File: src/rtl/alu_share_arbiter.sv
// alu_share_arbiter: round-robin arbiter sharing one combinational ALU among NUM_REQ
// requesters. The ALU result and flags are captured into a one-entry response buffer
// and tagged with the winning requester's index.
// Latency: 1 cycle from accept (req_ready high) to resp_valid. Up to 1 op per cycle.
// Backpressure: a full buffer that is not being drained (resp_valid & !resp_ready)
// stalls every requester (req_ready = 0). Response fields hold until taken.
// Optional macro ALU_ARB_LOCK_EN: req_lock[i] on a grant pins further grants to i
// until a grant to i with req_lock[i] = 0.
// Ports: clk/rst_n (async active-low); req_valid/req_ready/req_a/req_b/req_sel/req_lock
// per requester, packed; alu_a/alu_b/alu_sel drive the shared ALU; alu_out/alu_zero/
// alu_overflow/alu_ge come back from it; resp_valid/resp_ready/resp_id/resp_out/
// resp_zero/resp_overflow/resp_ge form the registered response.
module alu_share_arbiter #(
   parameter int NUM_REQ = 2,
   parameter int ID_W    = 3
) (
   input  logic                    clk,
   input  logic                    rst_n,
   input  logic [NUM_REQ-1:0]      req_valid,
   output logic [NUM_REQ-1:0]      req_ready,
   input  logic [32*NUM_REQ-1:0]   req_a,
   input  logic [32*NUM_REQ-1:0]   req_b,
   input  logic [2*NUM_REQ-1:0]    req_sel,
   input  logic [NUM_REQ-1:0]      req_lock,
   output logic [31:0]             alu_a,
   output logic [31:0]             alu_b,
   output logic [1:0]              alu_sel,
   input  logic [31:0]             alu_out,
   input  logic                    alu_zero,
   input  logic                    alu_overflow,
   input  logic                    alu_ge,
   output logic                    resp_valid,
   input  logic                    resp_ready,
   output logic [ID_W-1:0]         resp_id,
   output logic [31:0]             resp_out,
   output logic                    resp_zero,
   output logic                    resp_overflow,
   output logic                    resp_ge
);

   // ALU select encoding shared with the ALU (ADD is the idle drive value).
   localparam logic [1:0] ALU_SEL_ADD = 2'b00;

   typedef enum logic {ST_EMPTY, ST_FULL} state_t;

   state_t               r_state;
   state_t               w_state_nxt;
   logic [ID_W-1:0]      r_last_grant;
   logic [ID_W-1:0]      w_gnt_idx;
   logic                 w_found;
   logic                 w_slot_free;
   logic                 w_any_gnt;
   logic [NUM_REQ-1:0]   w_grant;
   logic [NUM_REQ-1:0]   w_req_eff;

`ifdef ALU_ARB_LOCK_EN
   logic                 r_locked;
   logic [NUM_REQ-1:0]   w_last_oh;

   // While locked, last_grant still names the lock owner, since no one else can win.
   assign w_last_oh = NUM_REQ'(1) << r_last_grant;
   assign w_req_eff = r_locked ? (req_valid & w_last_oh) : req_valid;

   always_ff @(posedge clk or negedge rst_n) begin
      if (!rst_n) begin
         r_locked <= 1'b0;
      end else if (w_any_gnt) begin
         r_locked <= |(req_lock & w_grant);
      end
   end
`else
   logic w_unused_lock;

   assign w_req_eff     = req_valid;
   assign w_unused_lock = ^req_lock;
`endif

   // A same-cycle drain frees the slot, so a full buffer can be refilled back-to-back.
   assign w_slot_free = (r_state == ST_EMPTY) | resp_ready;

   // Round-robin: first pass looks above last_grant, second pass wraps to the bottom.
   always_comb begin
      w_found   = 1'b0;
      w_gnt_idx = '0;
      for (int i = 0; i < NUM_REQ; i++) begin
         if (!w_found && w_req_eff[i] && (ID_W'(i) > r_last_grant)) begin
            w_found   = 1'b1;
            w_gnt_idx = ID_W'(i);
         end
      end
      for (int i = 0; i < NUM_REQ; i++) begin
         if (!w_found && w_req_eff[i]) begin
            w_found   = 1'b1;
            w_gnt_idx = ID_W'(i);
         end
      end
   end

   assign w_any_gnt = w_found & w_slot_free;
   assign w_grant   = w_any_gnt ? (NUM_REQ'(1) << w_gnt_idx) : '0;
   assign req_ready = w_grant;

   always_comb begin
      alu_a   = '0;
      alu_b   = '0;
      alu_sel = ALU_SEL_ADD;
      for (int i = 0; i < NUM_REQ; i++) begin
         if (w_grant[i]) begin
            alu_a   = req_a[32*i +: 32];
            alu_b   = req_b[32*i +: 32];
            alu_sel = req_sel[2*i +: 2];
         end
      end
   end

   always_comb begin
      w_state_nxt = r_state;
      if (w_any_gnt) begin
         w_state_nxt = ST_FULL;
      end else if (resp_ready) begin
         w_state_nxt = ST_EMPTY;
      end
   end

   always_ff @(posedge clk or negedge rst_n) begin
      if (!rst_n) begin
         r_state <= ST_EMPTY;
      end else begin
         r_state <= w_state_nxt;
      end
   end

   // Payload only moves on a grant, so it stays frozen while the consumer stalls.
   always_ff @(posedge clk or negedge rst_n) begin
      if (!rst_n) begin
         r_last_grant  <= ID_W'(NUM_REQ - 1);
         resp_id       <= '0;
         resp_out      <= '0;
         resp_zero     <= 1'b0;
         resp_overflow <= 1'b0;
         resp_ge       <= 1'b0;
      end else if (w_any_gnt) begin
         r_last_grant  <= w_gnt_idx;
         resp_id       <= w_gnt_idx;
         resp_out      <= alu_out;
         resp_zero     <= alu_zero;
         resp_overflow <= alu_overflow;
         resp_ge       <= alu_ge;
      end
   end

   assign resp_valid = (r_state == ST_FULL);

endmodule
File: config.mk
export PLATFORM = sky130hd
export DESIGN_NAME = alu_share_arbiter
export DESIGN_NICKNAME = d
export VERILOG_FILES = /design/src/rtl/alu_share_arbiter.sv
export SDC_FILE = /design/constraint.sdc
export NUM_CORES = 1
export LEC_CHECK = 0
export CAP_MARGIN = 20
export CORE_AREA = 2 2 110 112
export CTS_CLUSTER_DIAMETER = 200
export CTS_CLUSTER_SIZE = 10
export DETAILED_ROUTE_END_ITERATION = 16
export DIE_AREA = 0 0 112 114
export GPL_TIMING_DRIVEN = 1
export PLACE_DENSITY = 0.65
export SLEW_MARGIN = 40
export SYNTH_ARGS = -nofsm -noshare
export SYNTH_HDL_FRONTEND = slang
export SYNTH_SLANG_ARGS = --single-unit
File: constraint.sdc
create_clock -name clk -period 2.6 [get_ports clk]
set_clock_uncertainty 0.15 [all_clocks]
set_input_delay 0.39 -clock clk [delete_from_list [all_inputs] [get_ports clk]]
set_output_delay 0.39 -clock clk [all_outputs]
set_load 0.1 [all_outputs]
-- Word level (Yosys, flattened, before mapping)
Index checks and enable logic that the tools add are counted.
- add/subtract/negate cells: 0
- eq/ne operators: 0
- div/mod/pow operators: 0
- multipliers: 0
- reductions and logical operators: 9
- bitwise gates (word level): 3
- muxes and demuxes: 16
- shift operators: 1
- order comparisons: 2
- operators by type and width (operator ; number):
    32-bit two-way mux ; 4
    1-bit two-way mux ; 9
    1-bit by 3-bit > comparator with 1-bit output (first input constant) ; 2
    2-bit two-way mux ; 3
    1-bit logical AND ; 5
    1-bit logical NOT ; 3
    1-bit by 3-bit left shift with 2-bit output (first input constant) ; 1
    2-bit nonzero test ; 1
    1-bit AND ; 1
    1-bit inverter ; 1
    1-bit OR ; 1
- bits in read-only memories: 0
- bits in registers: 42
- latch bits: 0
- memories: 0
- RAM bits: 0

-- Depth between registers and ports, before layout
- word-level depth: 17
- depth in mapped cells: 6

-- Worst setup path after synthesis
Ideal clock, no wire load.
- path kind: register -> output
- start point: register r_state (netlist: resp_valid)
- end point: output alu_a[22]
- data required time: 2.060 ns
- slack: -0.533 ns
- stages on the path, launching flop included: 6
- buffers on the path: 2
- data arrival time: 2.593 ns
- path through: dfrtp_1 nand2b_4 and3_1 clkbuf_1 buf_2 a22o_1
- elaborated cells on any way between the ends: 6
- classes of those cells: 3 x mux; 3 x bitwise
- RTL lines (what ; RTL line ; RTL):
    start: declaration ; 46 ; state_t r_state;
    start signal: assignment ; 129 ; r_state <= w_state_nxt;
    1-bit inverter ; 79 ; assign w_slot_free = (r_state == ST_EMPTY) | resp_ready;
    1-bit OR ; 79 ;
    1-bit AND ; 99 ; assign w_any_gnt = w_found & w_slot_free;
    2-bit two-way mux ; 100 ; assign w_grant = w_any_gnt ? (NUM_REQ'(1) << w_gnt_idx) : '0;
    via req_ready[1] ; 20 ; output logic [NUM_REQ-1:0] req_ready,
    32-bit two-way mux ; 108 ; if (w_grant[i]) begin
    end: declaration ; 25 ; output logic [31:0] alu_a,
The timed path passes the listed nets, and every way through them passes these cells.

-- Worst setup path after layout
- start point: input resp_ready
- end point: output alu_b[30]
- word-level cells in the longest chain between the ends: 5
- RTL lines (what ; RTL line ; RTL):
    start: declaration ; 33 ; input logic resp_ready,
    1-bit OR * ; 79 ;
    1-bit AND * ; 99 ;
    2-bit two-way mux * ; 100 ;
    32-bit two-way mux ; 108 ;
    32-bit two-way mux * ; 108 ;
    end: declaration ; 26 ; output logic [31:0] alu_b,
Mark *: on every way between the ends. The rest lies on a longest branch, timed or not.

==> flow_metrics.tcl <==
set metrics [dict create \
    power_density_nw_per_um2 644 \
    routed-via-count 2598 \
    synth-seq-cells 38 \
    mostFrequentLayoutCells "170 x sky130_fd_sc_hd__clkdlybuf4s50_1, 71 x sky130_fd_sc_hd__buf_12, 64 x sky130_fd_sc_hd__a22o_2" \
    i_o_pin_total 281 \
    worst-path-max-fanout 54 \
    dr.first_iter.drc_count 76 \
    final-hold-violation-count 0 \
    final.period_utilization 0.966 \
    number_of_endpoints_failing_setup_at_the_final_stage 0 \
    start_kind "input pin" \
    ys.warnings.count 0 \
    cts.clk_slew.worst_paths_ns 0.06 \
    numPlacedInstances 580 \
    finalHoldWorstSlack_ns 0.356 \
    grt_pass1_vias 2707 \
    timing.setup.tns_ns 0 \
    cts.root.buffer_cell "sky130_fd_sc_hd__clkbuf_16" \
    cts_num_sinks 38 \
    design.die.area_um2 12800 \
    dp_hpwl_um 9220 \
    avgSynthCellArea_um2 12.5 \
    synth.yosys.seq_area_share 0.444 \
    worst_path_max_delay_cell "sky130_fd_sc_hd__clkdlybuf4s50_1" \
    outcome "complete, no violations" \
    leakagePower_nw 2.45 \
    area_growth_pct 174 \
    final_net_count 615 \
    cts_htree_levels 2 \
    timing.critical_path.arrival_ns 1.97 \
    drc 0 \
    ant_nets 0 \
    commonest_non_fill_non_tap_cell_in_the_layout "sky130_fd_sc_hd__clkdlybuf4s50_1" \
    cts-root-to-sink-buffers 2 \
    floorplan.die.height_um 114 \
    globalRouteOverflowTotal 0 \
    tritoncts.num_buffers 5 \
    critPathKind "input pin to output pin" \
    route.final.wire_length_um 10800 \
    final-instance-count-excl-fill 589 \
    cts_tree "yes" \
    cp_cell_sequence "clkdlybuf4s50_1 > nand2b_4 > and3_2 > buf_12 > a22o_2 > buf_12" \
    final_util 0.502 \
    critical_path_max_stage_delay_ns 0.45 \
    design_power_total_mw 3.79 \
    crit_path_time_final_ns 2.51 \
    gpl.final_weighted_congestion 0.857 \
    final_layout_size_suffix_gt1_frac 0.514 \
    yosysUniqueCellTypes 16 \
    vias_per_cell 4.41 \
    post_cts.repair.setup_buffers 0 \
    critPathMostFrequentCell "sky130_fd_sc_hd__buf_12" \
    holdCritPathClass "register to register" \
    wire_per_inst_um 18.3 \
    cp-end-kind "output pin" \
    max-cap-violations 0 \
    critPathRequiredTime_ns 2.06 \
    number_of_standard_cells_after_synthesis 172 \
    clock.fmax_mhz 398 \
    clock_insertion_delay_worst_skew_ns 0.27 \
    drtPass1Iterations 4 \
    grt_pass1_wl_um 15500 \
    multi_input_comb_area_um2 1150 \
    initial_antenna_violation_count 0 \
    grt_setup_unrepaired "false" \
    diodes 0 \
    slew_viol_final 0 \
    floorplan.initialDensity 0.183 \
    coreArea_um2 11700 \
    num-fill-cells 1041 \
    crit_family "buffers and inverters" \
    ff_latch_area_um2 952 \
    crit_buf_inv 3 \
    synth.cell_area_um2 2140 \
    port_buffers 276 \
    ir_drop_uv 506 \
    global_route.usage.total 0.156 \
    grt_max_degree 55 \
    die_w_um 112 \
    std_cell_rows 40 \
]
-- synth_stat cells --
cell type,number,area [µm²]
sky130_fd_sc_hd__nand2b_4,1,13.8
sky130_fd_sc_hd__nand2_1,2,7.51
sky130_fd_sc_hd__dfstp_2,1,26.3
sky130_fd_sc_hd__o21a_1,1,7.51
sky130_fd_sc_hd__nand2b_1,1,6.26
sky130_fd_sc_hd__buf_4,8,60.1
sky130_fd_sc_hd__clkbuf_1,3,11.3
sky130_fd_sc_hd__a22o_1,66,578
sky130_fd_sc_hd__buf_6,3,33.8
sky130_fd_sc_hd__mux2_2,35,394
sky130_fd_sc_hd__dfrtp_1,37,926
sky130_fd_sc_hd__and3_1,2,12.5
sky130_fd_sc_hd__buf_2,8,40.0
sky130_fd_sc_hd__o21ba_2,2,20.0
sky130_fd_sc_hd__nor2_1,1,3.75
sky130_fd_sc_hd__conb_1,1,3.75
-- stage by stage --
stage	setup WS (ns)	area, µm²
6_report	0.0890	5880
3_5_place_dp	0.0803	5720
2_1_floorplan	-0.280	2250
4_1_cts	0.0803	5870
5_1_grt	0.0411	5880
3_3_place_gp	0.0941	5720
-- cell families after synthesis --
logic type	share of synthesized area
compound gates	0.282
buf+inv	0.0677
flops	0.444
mux	0.184
other cells	0.00175
simple gates	0.0204
-- power by group --
part           total [mW]  switching, mW  internal [mW]  leakage, nW
logic                2.46           1.60          0.858         1.94
registers           0.720         0.0446          0.676        0.440
clock network       0.605          0.226          0.379       0.0729
-- layer usage --
layer,part of all wire,vias up,global-route usage
met3,0.079,12,0.0457
li1,-,1207,-
met4,0.022,0,0.0488
met5,0,-,0
met2,0.52,146,0.282
met1,0.38,1233,0.179
-- repair_timing --
| action | 4_1_cts | 5_1_grt |
|---|---|---|
| resized for setup | 0 | 0 |
| hold buffers | 0 | 1 |
| endpoints found under the hold margin | 0 | 37 |
-- final timing paths --
kind	from	end	slack (ns)	cells past startpoint
setup / recovery	resp_ready	alu_b[30]	0.09	6
hold / removal	resp_id[0]	resp_id[0]	0.36	1
setup reg to reg	resp_valid	resp_out[8]	0.99	4
hold reg to reg	resp_id[0]	resp_id[0]	0.36	1
max in group asynchronous	rst_n	r_last_grant[0]	1.49	2
min in group asynchronous	rst_n	resp_out[15]	0.46	2
-- worst reg2reg max path: stages, from the launching register on --
cell                       delay (ns)
sky130_fd_sc_hd__dfrtp_1         0.40
sky130_fd_sc_hd__nand2b_4        0.09
sky130_fd_sc_hd__o21a_1          0.13
sky130_fd_sc_hd__buf_4           0.32
sky130_fd_sc_hd__mux2_2          0.40
-- area by class of cell --
class / instances / area share
Timing Repair Buffer: 283 / 0.585
Multi-Input combinational cell: 113 / 0.196
Sequential cell: 38 / 0.162
Tap cell: 147 / 0.0313
Clock buffer: 6 / 0.0236
Clock inverter: 2 / 0.00213
-- state kept, by name (all words and copies together), names as in the netlist --
register / count
resp_valid: 1
resp_zero: 1
resp_overflow: 1
resp_id: 1
r_last_grant: 1
resp_out: 32
resp_ge: 1
No activity file was read; power rests on OpenSTA's default activity.
